File: src/rtl/mem_arbiter_pkg.sv
// mem_arbiter_pkg
// Shared memory-bus definitions for the core's memory path: address/data
// widths and the funct3 access-size codes (SEL_*), plus the grant-select
// encoding used inside the arbiter. The `define forms are the shared
// header values; the package re-exports them as typed localparams.
`ifndef MEM_ARBITER_DEFINES
`define MEM_ARBITER_DEFINES
`define ADDR_LEN 32
`define DATA_LEN 64
`define SEL_BYTE 3'b000
`define SEL_HALF 3'b001
`define SEL_WORD 3'b010
`define SEL_DWRD 3'b011
`define SEL_BYTU 3'b100
`define SEL_HLFU 3'b101
`define SEL_WRDU 3'b110
`endif

package mem_arbiter_pkg;

  localparam int ADDR_LEN = `ADDR_LEN;
  localparam int DATA_LEN = `DATA_LEN;

  localparam logic [2:0] SEL_BYTE = `SEL_BYTE;
  localparam logic [2:0] SEL_HALF = `SEL_HALF;
  localparam logic [2:0] SEL_WORD = `SEL_WORD;
  localparam logic [2:0] SEL_DWRD = `SEL_DWRD;
  localparam logic [2:0] SEL_BYTU = `SEL_BYTU;
  localparam logic [2:0] SEL_HLFU = `SEL_HLFU;
  localparam logic [2:0] SEL_WRDU = `SEL_WRDU;

  // Which port (if any) owns the memory this cycle.
  typedef enum logic [1:0] {
    GNT_NONE = 2'd0,
    GNT_P0   = 2'd1,
    GNT_P1   = 2'd2
  } gnt_sel_e;

endpackage

File: src/rtl/mem_arbiter.sv
// mem_arbiter
// Two-port arbiter in front of a single-ported memory with combinational
// read and clocked write. Port 0 is instruction fetch (read-only), port 1 is
// load/store. Port 1 wins contention until it has won STARVE_MAX contended
// grants in a row, after which port 0 is forced through.
//
// Handshake: a requester holds pX_req and its fields stable until it sees
// pX_gnt=1 in the same cycle; dropping req before grant is a legal abort.
// A grant is a completed transfer: pX_rvalid pulses exactly one cycle later
// carrying the read data (or 0 for a store acknowledge on port 1).
//
// Ports:
//   clk, rst_n            clock, asynchronous active-low reset
//   p0_req/addr/funct3    fetch request;  p0_gnt, p0_rvalid, p0_rdata response
//   p1_req/we/addr/funct3/wdata  load/store request; p1_gnt/rvalid/rdata
//   mem_wen (active low), mem_funct3, mem_waddr, mem_raddr, mem_wdata -> memory
//   mem_rdata             combinational read data from memory
//   dbg_starve_cnt        current starvation counter (observability)
module mem_arbiter
  import mem_arbiter_pkg::*;
#(
  parameter int STARVE_MAX = 4,
  localparam int CNT_W = $clog2(STARVE_MAX + 1)
) (
  input  logic                 clk,
  input  logic                 rst_n,
  input  logic                 p0_req,
  input  logic [`ADDR_LEN-1:0] p0_addr,
  input  logic [2:0]           p0_funct3,
  output logic                 p0_gnt,
  output logic                 p0_rvalid,
  output logic [`DATA_LEN-1:0] p0_rdata,
  input  logic                 p1_req,
  input  logic                 p1_we,
  input  logic [`ADDR_LEN-1:0] p1_addr,
  input  logic [2:0]           p1_funct3,
  input  logic [`DATA_LEN-1:0] p1_wdata,
  output logic                 p1_gnt,
  output logic                 p1_rvalid,
  output logic [`DATA_LEN-1:0] p1_rdata,
  output logic                 mem_wen,
  output logic [2:0]           mem_funct3,
  output logic [`ADDR_LEN-1:0] mem_waddr,
  output logic [`ADDR_LEN-1:0] mem_raddr,
  output logic [`DATA_LEN-1:0] mem_wdata,
  input  logic [`DATA_LEN-1:0] mem_rdata,
  output logic [CNT_W-1:0]     dbg_starve_cnt
);

  localparam logic [CNT_W-1:0] STARVE_MAX_C = CNT_W'(STARVE_MAX);

  logic [CNT_W-1:0]     r_starve_cnt;
  logic                 r_p0_rvalid;
  logic                 r_p1_rvalid;
  logic [`DATA_LEN-1:0] r_p0_rdata;
  logic [`DATA_LEN-1:0] r_p1_rdata;
  gnt_sel_e             w_sel;

  // Grant decision. Gated by rst_n so nothing is granted (and nothing is
  // written) while reset is held, independent of the request inputs.
  always_comb begin
    w_sel = GNT_NONE;
    if (rst_n) begin
      if (p1_req && (!p0_req || (r_starve_cnt < STARVE_MAX_C))) begin
        w_sel = GNT_P1;
      end else if (p0_req) begin
        w_sel = GNT_P0;
      end
    end
  end

  // Memory-side mux: idle cycles drive zeros and a deasserted write enable.
  always_comb begin
    mem_wen    = 1'b1;
    mem_funct3 = 3'b000;
    mem_waddr  = '0;
    mem_raddr  = '0;
    mem_wdata  = '0;
    case (w_sel)
      GNT_P0: begin
        mem_funct3 = p0_funct3;
        mem_waddr  = p0_addr;
        mem_raddr  = p0_addr;
      end
      GNT_P1: begin
        mem_funct3 = p1_funct3;
        mem_waddr  = p1_addr;
        mem_raddr  = p1_addr;
        if (p1_we) begin
          mem_wen   = 1'b0;
          mem_wdata = p1_wdata;
        end
      end
      default: ;
    endcase
  end

  always_ff @(posedge clk or negedge rst_n) begin
    if (!rst_n) begin
      r_starve_cnt <= '0;
      r_p0_rvalid  <= 1'b0;
      r_p1_rvalid  <= 1'b0;
      r_p0_rdata   <= '0;
      r_p1_rdata   <= '0;
    end else begin
      // A p1 grant with p0_req high is necessarily a contended grant.
      if (!p0_req || (w_sel == GNT_P0)) begin
        r_starve_cnt <= '0;
      end else if ((w_sel == GNT_P1) && (r_starve_cnt < STARVE_MAX_C)) begin
        r_starve_cnt <= r_starve_cnt + CNT_W'(1);
      end

      r_p0_rvalid <= (w_sel == GNT_P0);
      r_p1_rvalid <= (w_sel == GNT_P1);
      if (w_sel == GNT_P0) begin
        r_p0_rdata <= mem_rdata;
      end
      if (w_sel == GNT_P1) begin
        r_p1_rdata <= p1_we ? '0 : mem_rdata;
      end
    end
  end

  assign p0_gnt         = (w_sel == GNT_P0);
  assign p1_gnt         = (w_sel == GNT_P1);
  assign p0_rvalid      = r_p0_rvalid;
  assign p1_rvalid      = r_p1_rvalid;
  assign p0_rdata       = r_p0_rdata;
  assign p1_rdata       = r_p1_rdata;
  assign dbg_starve_cnt = r_starve_cnt;

endmodule

File: config.mk
export PLATFORM = sky130hd
export DESIGN_NAME = mem_arbiter
export DESIGN_NICKNAME = d
export VERILOG_FILES = /design/src/rtl/mem_arbiter_pkg.sv /design/src/rtl/mem_arbiter.sv
export SDC_FILE = /design/constraint.sdc
export NUM_CORES = 1
export LEC_CHECK = 0
export ABC_AREA = 1
export CAP_MARGIN = 20
export CORE_AREA = 5 5 178 180
export DETAILED_ROUTE_END_ITERATION = 8
export DIE_AREA = 0 0 183 185
export GPL_TIMING_DRIVEN = 0
export SETUP_SLACK_MARGIN = 0.15
export SLEW_MARGIN = 20
export SYNTH_ARGS = -nofsm -noshare
export SYNTH_HDL_FRONTEND = slang
export SYNTH_SLANG_ARGS = --single-unit
File: constraint.sdc
create_clock -name clk -period 1.15 [get_ports clk]
set_input_delay 0.115 -clock clk [delete_from_list [all_inputs] [get_ports clk]]
set_output_delay 0.115 -clock clk [all_outputs]
set_load 0.1 [all_outputs]
# == Yosys cells after proc, flatten, opt, wreduce, memory -nomap -nowiden ==
# Index checks and enable logic that the tools add are counted.
# classes
n_addsub,1
n_lt_le_gt_ge,1
eq_ne,2
mux,12
n_reduce_logical,6
# op_table
op,count
$mux 64,3
$pmux 32 s2,1
$mux 3,2
$pmux 3 s2,1
$mux 2,2
$add 3x1->3 const B,1
$lt 3x3->1 const B,1
$mux 1,3
$eq 2x1->1 const B,1
$eq 2x2->1 const B,1
$logic_and 1x1->1,2
$logic_or 1x1->1,2
$reduce_bool 2->1,1
$logic_not 1->1,1
# word_totals
ff_bits,133
inputBits,203
out_inout_bits,267
elab_cells,27

# == Depth between registers and ports, before layout ==
# Gate-level depths: netlist of the first run.
# depth
depth_word,9
mapped_depth,8
depth_no_buf,6

# == Least setup slack after synthesis of the first run ==
# Ideal clock, no wire load.
# synth_timing
kind,reg-to-output
start,register r_starve_cnt[2] (netlist: dbg_starve_cnt[2])
end,output mem_waddr[0]
t_arrival_ns,2.898
t_required_ns,1.035
path_slack_ns,-1.863
path_stages_with_launch,9
n_path_buf,2
cell_sequence,dfrtp_1 -> nand2_2 -> nand2_1 -> nand2_2 -> inv_4 -> buf_4 -> nand2_1 -> nand2_1 -> buf_4
# synth_between
elab_chain_cells,7
word_cells_on_any_way,8
cone_classes,order compare (1); eq/ne (2); mux (3); reduce/logical (2)
# synth_lines
element,line_no,rtl
from (decl),mem_arbiter.sv:52,logic [CNT_W-1:0] r_starve_cnt;
from (signal assigned),mem_arbiter.sv:110,r_starve_cnt <= r_starve_cnt + CNT_W'(1);
$lt 3x3->1,mem_arbiter.sv:64,if (p1_req && (!p0_req || (r_starve_cnt < STARVE_MAX_C))) begin
$logic_or 1x1->1,mem_arbiter.sv:64,
$logic_and 1x1->1,mem_arbiter.sv:64,
$mux 2,mem_arbiter.sv:64,
$mux 2,mem_arbiter.sv:63,if (rst_n) begin
$eq 2x1->1,--,
via p0_gnt,mem_arbiter.sv:30,"output logic p0_gnt,"
$pmux 32 s2,mem_arbiter.sv:79,case (w_sel)
to (decl),mem_arbiter.sv:43,"output logic [`ADDR_LEN-1:0] mem_waddr,"
# The timed path passes the listed nets, and every way through them passes these cells.

# == Final worst setup path of the first run ==
# layout_timing
start,register r_starve_cnt[2] (netlist: dbg_starve_cnt[2])
end,output mem_waddr[7]
# layout_between
elab_chain_cells,7
word_cells_on_any_way,8
cone_classes,order compare (1); eq/ne (2); mux (3); reduce/logical (2)
# layout_lines
element,line_no
$lt 3x3->1 *,mem_arbiter.sv:64
$logic_or 1x1->1 *,mem_arbiter.sv:64
$logic_and 1x1->1 *,mem_arbiter.sv:64
$mux 2 *,mem_arbiter.sv:64
$mux 2 *,mem_arbiter.sv:63
$eq 2x2->1 / $eq 2x1->1 (equally long branches),mem_arbiter.sv:79
$pmux 32 s2 *,mem_arbiter.sv:79
# Mark *: on every way between the ends. The rest lies on a longest branch, timed or not.

==> flow_summary.toml, run 1 <==
[clock_tree]
ctsHtreeMaxLevel = 4
clockRootBuffer = "clkbuf_16"
tritoncts = "yes"
numCtsBuffers = 17
clock_latency_ns = 0.42
cts_max_path_buffers = 2
clock_sinks = 133
clk_pin_slew_worst_paths_ns = 0.06

[power]
p_per_area_nw_per_um2 = 1430
leakage_nw = 7.65
ir_drop_uv = 885

[route]
wl_per_cell_um = 20.1
drtPass1Iterations = 4
wl_mm = 35.9
drc = 0
dr_total_vias = 7615
routed_via_density = 4.25
antenna_left = 0
drtIter0Drc = 294

[worst_setup_path]
endpoint_kind = "primary output"
criticalPathCategory = "register to primary output"
crit_buf_inv = 5
required_ns = 1.03
reg2reg_depth = 9
cp.arrival_ns = 1.95
start_kind = "register"
critical_path_depth = 9
cp_max_fo = 7
path_delay_family = "buffers and inverters"
crit_path_top_delay_cell = "dfrtp_4"
crit_chain = "nand2_4 > nand3_4 > inv_4 > buf_12 > buf_12 > nand2_4 > nand2_8 > buf_12 > buf_16"
crit_top_cell = "buf_12"
slowest_delay_ns = 0.49

[synth]
synth_compound_area_share_pct = 5.08
synth_area_um2 = 6400
yosys.area_share.adder_pct = 0.195
avgSynthCellArea_um2 = 7.45
yosys.area_share.simple_pct = 33.7
synth_top_family_by_area = "simple AND/OR/NAND/NOR gates"
muxShareOfSynthArea_pct = 0
synthXorXnorAreaFrac_pct = 0
yosys_warnings = 0
synth_cells = 859
ys_seq_area_share_pct = 52.0
synth_nets = 1063
ys_seq_elements = 133
synth_cell_types = 19

[global_route]
grt_max_degree = 61
antenna_found_initial = 2
grt_pass1_wl_mm = 53.1
grt.total_usage_pct = 20.6
grt_pass1_vias = 8143
overflow = 0

[floorplan]
start_util_pct = 21.3
ios = 470
die_y_um = 185
core_um2 = 30000
rows = 64
die_w_um = 183
design.die.area_um2 = 33900

[sta]
worst_slack_ns = -0.910
clock_skew_ns = 0.0140
finalSetupViolCount = 268
slew_violations = 0
min_period_over_period_pct = 179
setup_tns_ns = -141.46
hold_violations = 94
rsz0062_at_grt = "yes"
maxSlewHeadroom_pct = 61.2
worstMarginPinSlew_ns = 0.582
fin_crit_ns = 2.06
timing.hold.ws_ns = -0.427
fmax_ghz = 0.485

[final_layout]
final_common_cell = "nand2_1"
final_cells = 1790
layout_common_cells = "392 x nand2_1, 251 x buf_12, 201 x clkdlybuf4s50_1"
area_growth_pct = 170
drive_gt1_share_pct = 42.4
num-fill-cells = 2470
fin_nets = 1584

[placement]
portBuffers = 469
hpwl_mm = 26.6
finalWeightedCongestion = 0.856
dp.cells = 1725

[worst_hold_path]
hold_path.class = "primary input to asynchronous set/reset pin"

[run_status]
status = "finished, violations left"
violations = "negative hold slack, negative setup slack"

[run]
cap_viol_max_count = 0
[repair_timing]
| item | 4_1_cts | 5_1_grt |
|---|---|---|
| gates cloned | 2 | 1 |
| setup endpoints to repair | 400 | 400 |
| pin swaps | 2 | 0 |
| endpoints found under the hold margin | 94 | 94 |
| setup buffers | 27 | 2 |
| gates resized for setup | 2442 | 37 |
[cells in the mapped netlist]
library cell,instances,area share [%]
nand2_1,496,29
dfrtp_1,133,52
nor2_1,64,3.8
buf_4,51,6.0
o21ai_0,47,3.7
buf_2,22,1.7
o21ai_1,17,1.3
clkbuf_1,12,0.70
nand4_1,3,0.29
buf_6,2,0.35
inv_1,2,0.12
inv_2,2,0.12
nand2_2,2,0.20
a21oi_1,1,0.078
ha_1,1,0.20
inv_4,1,0.098
nand3_1,1,0.078
nand3_2,1,0.16
nand3b_1,1,0.12
[final timing paths]
kind / from / endpoint / slack, ns
hold reg to reg: p0_rdata[29] / p0_rdata[29] / 0.52
min in group clk: mem_rdata[55] / p0_rdata[55] / 0.25
setup / recovery: dbg_starve_cnt[2] / mem_waddr[7] / -0.91
max in group asynchronous: rst_n / p1_rdata[34] / 0.91
setup reg to reg: dbg_starve_cnt[2] / p0_rdata[22] / -0.39
hold / removal: rst_n / p1_rdata[38] / -0.43
[routing by layer]
layer	track usage (%)	share of wire, %
met1	25.6	40
met5	0	0.036
met3	4.87	6.4
met4	6.32	2.6
met2	35.4	51
[worst register-to-register path, cell delays in order (launching register included)]
cell and delay (ns):
dfrtp_4 0.49, nand2_4 0.09, nand2_2 0.09, nand2_8 0.13, buf_4 0.13, buf_12 0.13
buf_12 0.15, buf_12 0.13, nand2_1 0.07, nand2_1 0.08
[kinds of logic (layout without fill, tap and decap cells)]
group / Yosys count / in the layout
AOI/OAI and AO/OA: 65 / 65
DFF: 133 / 133
buffers and inverters: 92 / 626
other: 0 / 1
and+or+nand+nor: 568 / 568
adders and majority gates: 1 / 1
[metrics by stage]
| stage | area (µm²) | total power, W | hold WS, ns | worst slack, ns | util, % |
|---|---|---|---|---|---|
| global route | 17300 | 0.0256 | -0.408 | -1.00 | 57.6 |
| finish | 17300 | 0.0248 | -0.427 | -0.910 | 57.6 |
| CTS | 17100 | 0.0249 | -0.428 | -0.948 | 57.1 |
| detailed placement | 13500 | 0.0167 | 0.0782 | -2.24 | 45.0 |
| global placement | 13500 | 0.0167 | 0.462 | -7.66 | 44.8 |
| floorplan | 8280 | 0.0135 | -0.181 | -0.655 | - |
[final cells by class]
cell class / instances / area (µm²) / area share, %
repair buffers: 502 / 7470 / 43.2
multi-input cells: 634 / 4140 / 23.9
flip-flops and latches: 133 / 3330 / 19.3
plain buffers: 87 / 1220 / 7.05
well taps: 396 / 495 / 2.87
clock buffers: 18 / 429 / 2.48
clock inverters: 14 / 163 / 0.941
inverters: 5 / 37.5 / 0.217
diodes: 1 / 2.50 / 0.0145
[report_power, final]
group,switching (W),internal (W),leakage [nW]
sequential,0.000693,0.00530,1.70
combinational,0.00842,0.00480,5.67
clock,0.00234,0.00326,0.277
total,0.0114,0.0133,7.65
[sequential cells by signal, indices dropped and copies added, names as in the netlist]
name	count
p0_rdata	64
p1_rvalid	1
p1_rdata	64
p0_rvalid	1
dbg_starve_cnt	3
Power figures use the tool's default switching activity.
==> run 2, diff against run 1 <==
- clock period: 1.15 -> 1.9 ns (I/O delays scaled with it)
==> flow_summary.toml, run 2 (synthesized netlist as in run 1, its figures left out) <==
[run_status]
status = "finished, violations left"
violations = "negative hold slack, negative setup slack"

[power]
leakage_nw = 7.23
ir_drop_uv = 545
p_per_area_nw_per_um2 = 888

[sta]
worst_slack_ns = -0.223
clock_skew_ns = 0.0154
setup_tns_ns = -17.20
finalSetupViolCount = 132
fin_crit_ns = 2.12
timing.hold.ws_ns = -0.364
worstMarginPinSlew_ns = 0.996
fmax_ghz = 0.471
rsz0062_at_grt = "yes"
min_period_over_period_pct = 112
maxSlewHeadroom_pct = 33.5
slew_violations = 0
hold_violations = 60

[final_layout]
final_cells = 1772
multi_input_area_um2 = 3930
num-fill-cells = 2680
fin_nets = 1567
drive_gt1_share_pct = 40.6
layout_common_cells = "395 x nand2_1, 200 x clkdlybuf4s50_1, 177 x buf_12"
final_common_cell = "nand2_1"
insertedDiodeCount = 0
seq_area_um2 = 3330
stdcell_area_um2 = 15600
postLayoutCoreUtil_pct = 52.1
area_growth_pct = 144

[clock_tree]
numCtsBuffers = 17
tritoncts = "yes"
clockRootBuffer = "clkbuf_16"
cts_hold_repair.buffers = 1
clock_sinks = 133
ctsHtreeMaxLevel = 4
cts_max_path_buffers = 2
clk_pin_slew_worst_paths_ns = 0.06
clock_latency_ns = 0.42

[worst_setup_path]
endpoint_kind = "primary output"
crit_chain = "nand2_4 > nand2_2 > nand2_8 > clkinv_16 > buf_8 > nand2_2 > nand2_8 > buf_12 > buf_16"
crit_path_top_delay_cell = "dfrtp_4"
cp_max_fo = 10
crit_buf_inv = 4
start_kind = "register"
critical_path_depth = 9
required_ns = 1.71
slowest_delay_ns = 0.49
r2r_slack_ns = 0.30
r2r_start = "dbg_starve_cnt[2]"
cp.arrival_ns = 1.93
path_delay_family = "buffers and inverters"
criticalPathCategory = "register to primary output"
reg2reg_depth = 7
regToRegEndpoint = "p1_rdata[11]"

[route]
drc = 0
wl_per_cell_um = 19.1
dr_total_vias = 7399
wl_met3_mm = 2.57
routed_via_density = 4.18
antenna_left = 0
drtIter0Drc = 279
m1WireLength_mm = 12.6
wl_met2_mm = 18.0
drtPass1Iterations = 4
wl_mm = 33.8
top_layer = "met5"

[global_route]
grt_pass1_vias = 7569
antenna_found_initial = 1
grt.total_usage_pct = 18.5
grt_max_degree = 63
overflow = 0
grt_pass1_wl_mm = 47.5

[floorplan]
die_w_um = 183
design.die.area_um2 = 33900
rows = 64
start_util_pct = 21.3
ios = 470
core_um2 = 30000
die_y_um = 185

[placement]
portBuffers = 469
dp.cells = 1725
place_area_um2 = 13400
finalWeightedCongestion = 0.871
hpwl_mm = 25.9

[worst_hold_path]
hold_path.class = "primary input to asynchronous set/reset pin"

[run]
cap_viol_max_count = 0
## run 2: cell types whose count changed in the layout (fill, tap and decap cells not counted), sizes merged, moves of 2 or more
cell           change
buf              -153
clkbuf            +81
clkdlybuf4s15     +44
dlymetal6s2s      +10
bufinv             +2
## run 2: final cells by class
cell class	instances	share of cell area (%)
flip-flops and latches	133	21.3
well taps	396	3.17
repair buffers	485	38.3
clock buffers	17	2.72
inverters	5	0.304
multi-input cells	634	25.1
clock inverters	15	1.38
plain buffers	87	7.67
## run 2: worst max path at each step
| stage | from | end | slack (ns) |
|---|---|---|---|
| final | dbg_starve_cnt[2] | mem_waddr[24] | -0.22 |
| after global routing | dbg_starve_cnt[2] | mem_waddr[30] | -0.31 |
| after CTS | dbg_starve_cnt[2] | mem_waddr[24] | -0.27 |
| after detailed placement | rst_n | mem_waddr[30] | -1.60 |
| after global placement | rst_n | mem_waddr[30] | -6.96 |
| after floorplan | dbg_starve_cnt[2] | mem_waddr[0] | -0.04 |
## run 2: power by group
group	switching [W]	internal [W]
combinational	0.00500	0.00180
sequential	0.000212	0.00321
clock	0.00142	0.00224
## run 2: worst register-to-register path, delay by kind of cell, from the launching register on
kind,cells,cell delay (ns)
compound gates,1,0.19
simple gates,2,0.18
buf+inv,4,0.67
flops,1,0.49
## run 2: what timing repair did
item | CTS | global route
buffers inserted | 5 | 4
hold endpoints to repair | 95 | 60
pin swaps | 1 | 2
endpoints found under the setup margin | 267 | 223
gates resized for setup | 1130 | 474
cloned | 2 | 3
## run 2: per-layer routing
layer	GRT usage, %	vias to the layer above
met3	5.71	35
met1	21.4	3491
met2	33.2	259
met4	4.89	2
li1	-	3612
met5	0	-
## run 2: per-stage QoR
step                      worst slack [ns]  power (W)  hold WS (ns)
final                               -0.223     0.0139        -0.364
after CTS                           -0.274     0.0139        -0.367
after floorplan                    -0.0374    0.00817        -0.106
after global placement               -6.96     0.0100         0.464
after detailed placement             -1.60     0.0101         0.157
after global routing                -0.313     0.0144        -0.361
